[config.mk]
export PLATFORM = sky130hd
export DESIGN_NAME = pr_dec_seq
export DESIGN_NICKNAME = d
export VERILOG_FILES = /design/src/rtl/pr_dec_seq.sv
export SDC_FILE = /design/constraint.sdc
export NUM_CORES = 1
export LEC_CHECK = 0
export BUFFER_PORTS_ARGS = -buffer_cell sky130_fd_sc_hd__buf_4
export CORE_MARGIN = 5
export CORE_UTILIZATION = 40
export DETAILED_ROUTE_END_ITERATION = 7
export SYNTH_ARGS = -nofsm -noshare
export SYNTH_HDL_FRONTEND = slang
export SYNTH_SLANG_ARGS = --single-unit
[constraint.sdc]
create_clock -name clk -period 2.2 [get_ports clk]
set_input_delay 0.22 -clock clk [delete_from_list [all_inputs] [get_ports clk]]
set_output_delay 0.22 -clock clk [all_outputs]
set_load 0.01 [all_outputs]
[src/rtl/pr_dec_seq.sv]
// rtl/pr_dec_seq.sv - index-to-one-hot decoder with timed hold and break-before-make gap
//
// Purpose:
//   Accepts a 3-bit line index through a valid/ready handshake.
//   Drives the matching one-hot line for HOLD consecutive cycles.
//   Then forces one all-zero gap cycle before any other line can assert.
//   Counts every accepted request modulo 256.
//
// Optional feature (macro PR_DEC_SEQ_SKID_EN):
//   Adds a one-entry skid buffer, so a request can be taken while a pulse is in
//   progress. Back-to-back pulses then repeat every HOLD+1 cycles instead of HOLD+2.
//
// Ports:
//   clk        in   1  rising-edge clock
//   rst        in   1  synchronous active-high reset
//   in_valid   in   1  request present
//   in_idx     in   3  encoded line index
//   in_ready   out  1  request accepted on this edge when in_valid is also high
//   out        out  8  registered one-hot line (zero when idle or in the gap)
//   out_valid  out  1  out is non-zero
//   busy       out  1  sequencer is not idle
//   dec_count  out  8  accepted-request count, wraps at 256

module pr_dec_seq #(
  parameter int unsigned HOLD = 4
) (
  input  logic       clk,
  input  logic       rst,
  input  logic       in_valid,
  input  logic [2:0] in_idx,
  output logic       in_ready,
  output logic [7:0] out,
  output logic       out_valid,
  output logic       busy,
  output logic [7:0] dec_count
);

  typedef enum logic [1:0] {
    S_IDLE = 2'd0,
    S_HOLD = 2'd1,
    S_GAP  = 2'd2
  } state_e;

  // The counter holds the number of HOLD cycles still to come after the current one.
  localparam logic [7:0] HOLD_M1 = 8'(HOLD - 1);

  state_e     state_q, state_d;
  logic [7:0] out_q, out_d;
  logic [7:0] cnt_q, cnt_d;
  logic [7:0] count_q, count_d;
  logic       hs;

`ifdef PR_DEC_SEQ_SKID_EN
  logic       skid_vld_q, skid_vld_d;
  logic [2:0] skid_idx_q, skid_idx_d;

  assign in_ready = (state_q == S_IDLE) || !skid_vld_q;
`else
  assign in_ready = (state_q == S_IDLE);
`endif

  assign hs = in_valid && in_ready;

  always_comb begin
    state_d = state_q;
    out_d   = out_q;
    cnt_d   = cnt_q;
    count_d = count_q;
`ifdef PR_DEC_SEQ_SKID_EN
    skid_vld_d = skid_vld_q;
    skid_idx_d = skid_idx_q;
`endif

    if (hs) begin
      count_d = count_q + 8'd1;
    end

    case (state_q)
      S_IDLE: begin
        out_d = 8'd0;
        if (hs) begin
          state_d = S_HOLD;
          out_d   = 8'd1 << in_idx;
          cnt_d   = HOLD_M1;
        end
      end

      S_HOLD: begin
`ifdef PR_DEC_SEQ_SKID_EN
        if (hs) begin
          skid_vld_d = 1'b1;
          skid_idx_d = in_idx;
        end
`endif
        if (cnt_q != 8'd0) begin
          cnt_d = cnt_q - 8'd1;
        end else begin
          state_d = S_GAP;
          out_d   = 8'd0;
        end
      end

      S_GAP: begin
        out_d   = 8'd0;
        state_d = S_IDLE;
`ifdef PR_DEC_SEQ_SKID_EN
        // A request taken during the gap would be stored and drained on this
        // same edge. It is therefore routed straight into HOLD, because the
        // buffer can only be empty here when nothing else is waiting.
        if (skid_vld_q) begin
          state_d    = S_HOLD;
          out_d      = 8'd1 << skid_idx_q;
          cnt_d      = HOLD_M1;
          skid_vld_d = 1'b0;
        end else if (hs) begin
          state_d = S_HOLD;
          out_d   = 8'd1 << in_idx;
          cnt_d   = HOLD_M1;
        end
`endif
      end

      default: begin
        state_d = S_IDLE;
        out_d   = 8'd0;
        cnt_d   = 8'd0;
      end
    endcase
  end

  always_ff @(posedge clk) begin
    if (rst) begin
      state_q <= S_IDLE;
      out_q   <= 8'd0;
      cnt_q   <= 8'd0;
      count_q <= 8'd0;
    end else begin
      state_q <= state_d;
      out_q   <= out_d;
      cnt_q   <= cnt_d;
      count_q <= count_d;
    end
  end

`ifdef PR_DEC_SEQ_SKID_EN
  always_ff @(posedge clk) begin
    if (rst) begin
      skid_vld_q <= 1'b0;
      skid_idx_q <= 3'd0;
    end else begin
      skid_vld_q <= skid_vld_d;
      skid_idx_q <= skid_idx_d;
    end
  end
`endif

  assign out       = out_q;
  assign out_valid = |out_q;
  assign busy      = (state_q != S_IDLE);
  assign dec_count = count_q;

endmodule

Word-level counts from Yosys, hierarchy flattened
Index checks and enable logic that the tools add are counted.
{"block": "word_totals", "elab_cells": 29, "inputBits": 6, "mem_bits_ro": 0, "mem_count": 0, "reg_bits": 26, "latch_bits": 0, "mem_bits_rw": 0}
{"block": "classes", "order_cmp": 0, "eq_ne": 5, "n_mux": 9, "shifts": 1, "n_div": 0, "add_sub_neg": 2, "n_reduce_logical": 7, "bitwise": 1, "multipliers": 0}
{"operator": "8-bit two-way mux", "count": 4}
{"operator": "8-bit one-hot mux with 3 select lines", "count": 1}
{"operator": "8-bit one-hot mux with 2 select lines", "count": 1}
{"operator": "8-bit by 1-bit adder with 8-bit output, second input constant", "count": 1}
{"operator": "8-bit nonzero test", "count": 1}
{"operator": "8-bit OR reduction", "count": 1}
{"operator": "1-bit by 3-bit left shift with 8-bit output, first input constant", "count": 1}
{"operator": "8-bit by 1-bit subtractor with 8-bit output, second input constant", "count": 1}
{"operator": "2-bit two-way mux", "count": 2}
{"operator": "2-bit != test, second input constant", "count": 2}
{"operator": "2-bit one-hot mux with 2 select lines", "count": 1}
{"operator": "3-bit AND reduction", "count": 1}
{"operator": "2-bit by 1-bit equality test with 1-bit output, second input constant", "count": 1}
{"operator": "2-bit equality test, second input constant", "count": 1}
{"operator": "2-bit zero test", "count": 1}
{"operator": "2-bit by 1-bit != test with 1-bit output, second input constant", "count": 1}
{"operator": "2-bit AND reduction", "count": 1}
{"operator": "2-bit nonzero test", "count": 1}
{"operator": "1-bit logical AND", "count": 1}
{"operator": "1-bit NOT", "count": 1}

Depth between registers and ports, before layout
{"block": "depth", "ltp_word": 4, "ltp_mapped": 7, "mapped_depth_nobuf": 6}

Least setup slack after synthesis
OpenSTA, ideal clock, no wires.
{"block": "synth_timing", "path_type": "register to register", "start": "register cnt_q[0]", "end": "register cnt_q[3]", "t_arrival_ps": 1533, "synth_period_minus_slack_ps": 1603, "path_slack_ps": 597, "setup_ps": 70, "stages_incl_launch_ff": 7, "n_path_buf": 1, "path_cell_list": "dfxtp_1 -> inv_1 -> ha_1 -> and4_1 -> buf_6 -> or4_1 -> a21oi_1"}
{"block": "synth_between", "elab_chain_cells": 3}
{"element": "from (decl)", "line_no": "49", "text": "logic [7:0] cnt_q, cnt_d;"}
{"element": "from (signal assigned)", "line_no": "140", "text": "cnt_q <= cnt_d;"}
{"element": "8-bit by 1-bit subtractor with 8-bit output / 8-bit nonzero test (equally long branches)", "line_no": "96, 95"}
{"element": "8-bit two-way mux / 2-bit != test (equally long branches)"}
{"element": "8-bit one-hot mux with 3 select lines / 3-bit AND reduction (equally long branches)"}
Several ways; a longest one is shown, not always the timed one. The select of a mux whose other input is x is not followed.
A chain may end at the register's enable or synchronous reset.

Final worst setup path
{"block": "layout_timing", "start": "register cnt_q[0]", "end": "register cnt_q[4]"}
The elaborated chain is that of the path after synthesis.

==> metrics.cfg <==
[status]
status=finished, final reports clean

[clocking]
ctsHoldBuffers=0
cts.sinks=26
post_cts_buffers=0
clkLatencyLatePin_ns=0.32
cts-root-buf=clkbuf_4
ctsResizeCount=0
clkTransAtPathRegs_ns=0.15
clock_path_buffers=2
htreeDepth=1
cts_buffers=3
cts_tree=built

[final_layout]
drive_above_1_share=0.205
area_growth_pct=17.9
layout_common_cells=26 x dfxtp_1, 25 x buf_4, 19 x nor2_1
diodes=0
finalNonFillerCells=194
layout_commonest_cell=dfxtp_1
nets=171

[die]
io_pins=25
coreArea_um2=3000
die_area_um2=4310
rows=20
initial_core_util=0.412
die_h_um=65.6
die_w_um=65.6

[yosys]
syn_area_per_cell_um2=8.84
yosysTopAreaCell=dfxtp_1
postSynthCellCount=140
syn_area_um2=1240
ys_top_cells_by_area=dfxtp_1 42%, nor2_1 5.8%, a21oi_1 5.3%
synth.net_count=149
ys_warn_count=0
netlist.area_leader.share=0.421
synth_cell_types=29
yosysSeqAreaShare=0.421
synth_seq_cells=26

[timing]
skew_ns=0.0147
drv_slew=0
max_slew_margin=0.556
period_needed_ns=1.83
finalSetupViolations=0
setup_tns_ns=0
rsz0062_at_grt=false
worst_pin_slew_ns=0.663
fmax_ghz=0.545
hold_viol=0
finalCritPeriodShare=0.834

[setup_path]
startpoint_type=register
crit_slowest_cell=or4_1
worstPathCellList=inv_1, ha_1, and4_1, or4_1, a21oi_1
required_ns=2.45
crit_arrival_ns=2.09
cp_top_family=simple AND/OR/NAND/NOR gates
critical_path.max_stage_delay_ns=0.55
crit_buf_inv=1
crit_type=register to register
cp_max_fo=16
endpoint_kind=register

[detailed_routing]
drt-initial-drc-count=50
viasPerCell=5.61
ant_nets=0
wl_per_cell_um=14.0
drc=0
wirelength_um=2720
vias=1089
firstDrtPassIters=4

[global_route]
grt_first_pass_wirelength_um=4500
grt_max_degree=22
grt_overflow=0
grt_antenna_before_repair=0
grt_pass1_vias=1014
grt_usage=0.130

[place]
placedCellCount=190
dp_hpwl_um=1990
routabilityCongestion=0.826
portBuffers=24

[pwr]
p_leak_nw=0.597
totalPowerFinal_w=0.00124
irDropWorstVdd_mv=0.307
p_per_area_nw_per_um2=848

[flow_run]
maxCapViolations=0

[min_path]
hp-class=input port to register

[where the power goes]
group	internal, W	switching (W)
Clock	0.000184	0.000145
Combinational	0.000151	0.000191
Sequential	0.000514	0.0000528
[sequential cells by signal, summed over array words and instances (netlist names)]
name and flops:
out 8, cnt_q 8, dec_count 8, state_q 2
[layout make-up]
cell class | count | area, um^2
Sequential cell | 26 | 520
Tap cell | 33 | 41.3
Clock buffer | 3 | 22.5
Inverter | 6 | 22.5
Timing Repair Buffer | 25 | 188
Clock inverter | 1 | 30.0
Fill cell | 310 | 1540
Multi-Input combinational cell | 100 | 634
[synth_stat cells]
cell,count
clkbuf_1,4
nor2_1,19
nand4_1,5
a311oi_2,1
nand2_1,9
and3_1,1
or3_1,3
a22oi_1,3
a32oi_1,4
inv_1,6
nor2b_4,1
nor2b_1,2
a2111o_1,2
o21ai_0,3
and4_1,1
nor3b_2,1
or3b_1,1
nor3_1,4
a21oi_1,13
ha_1,3
o31ai_1,6
nor4_2,1
dfxtp_1,26
xnor2_1,3
xor2_1,3
or4_1,6
nor4_1,3
nand3_1,2
buf_6,4
[metrics by stage]
step	instance area [um^2]	utilization	hold WS (ns)	setup slack, ns
after floorplan	1240	-	0.370	0.597
after global placement	1410	0.468	0.466	0.493
after detailed placement	1410	0.468	0.472	0.420
after CTS	1460	0.486	0.179	0.365
after global routing	1460	0.486	0.195	0.266
final	1460	0.486	0.189	0.366
[path summary, 6_finish.rpt]
kind | startpoint | to | slack, ns | cells past startpoint
setup / recovery | cnt_q[0] | cnt_q[4] | 0.37 | 5
hold / removal | in_idx[2] | out[7] | 0.19 | 3
setup reg to reg | cnt_q[0] | cnt_q[4] | 0.37 | 5
hold reg to reg | out[7] | out[7] | 0.49 | 2
[kinds of logic after synthesis]
family	Yosys count	share of synthesized area
adders and majority gates	3	0.0303
xor gates and xnor gates	6	0.0425
and+or+nand+nor	59	0.262
DFF	26	0.421
buffers and inverters	14	0.0667
AOI/OAI and AO/OA	32	0.178
[tightest hold or removal path, cell delays in order]
cell	delay [ns]
buf_4	0.13
nand4_1	0.07
a21oi_1	0.06
[layer usage]
| layer | global-route usage | share of wire | vias to the layer above |
|---|---|---|---|
| met5 | 0 | 0 | - |
| met4 | 0.0311 | 0.0055 | 0 |
| met3 | 0.0205 | 0.027 | 2 |
| met2 | 0.220 | 0.50 | 11 |
| met1 | 0.171 | 0.47 | 517 |
| li1 | - | - | 559 |
Note: power is estimated with default switching activity, not from simulation.
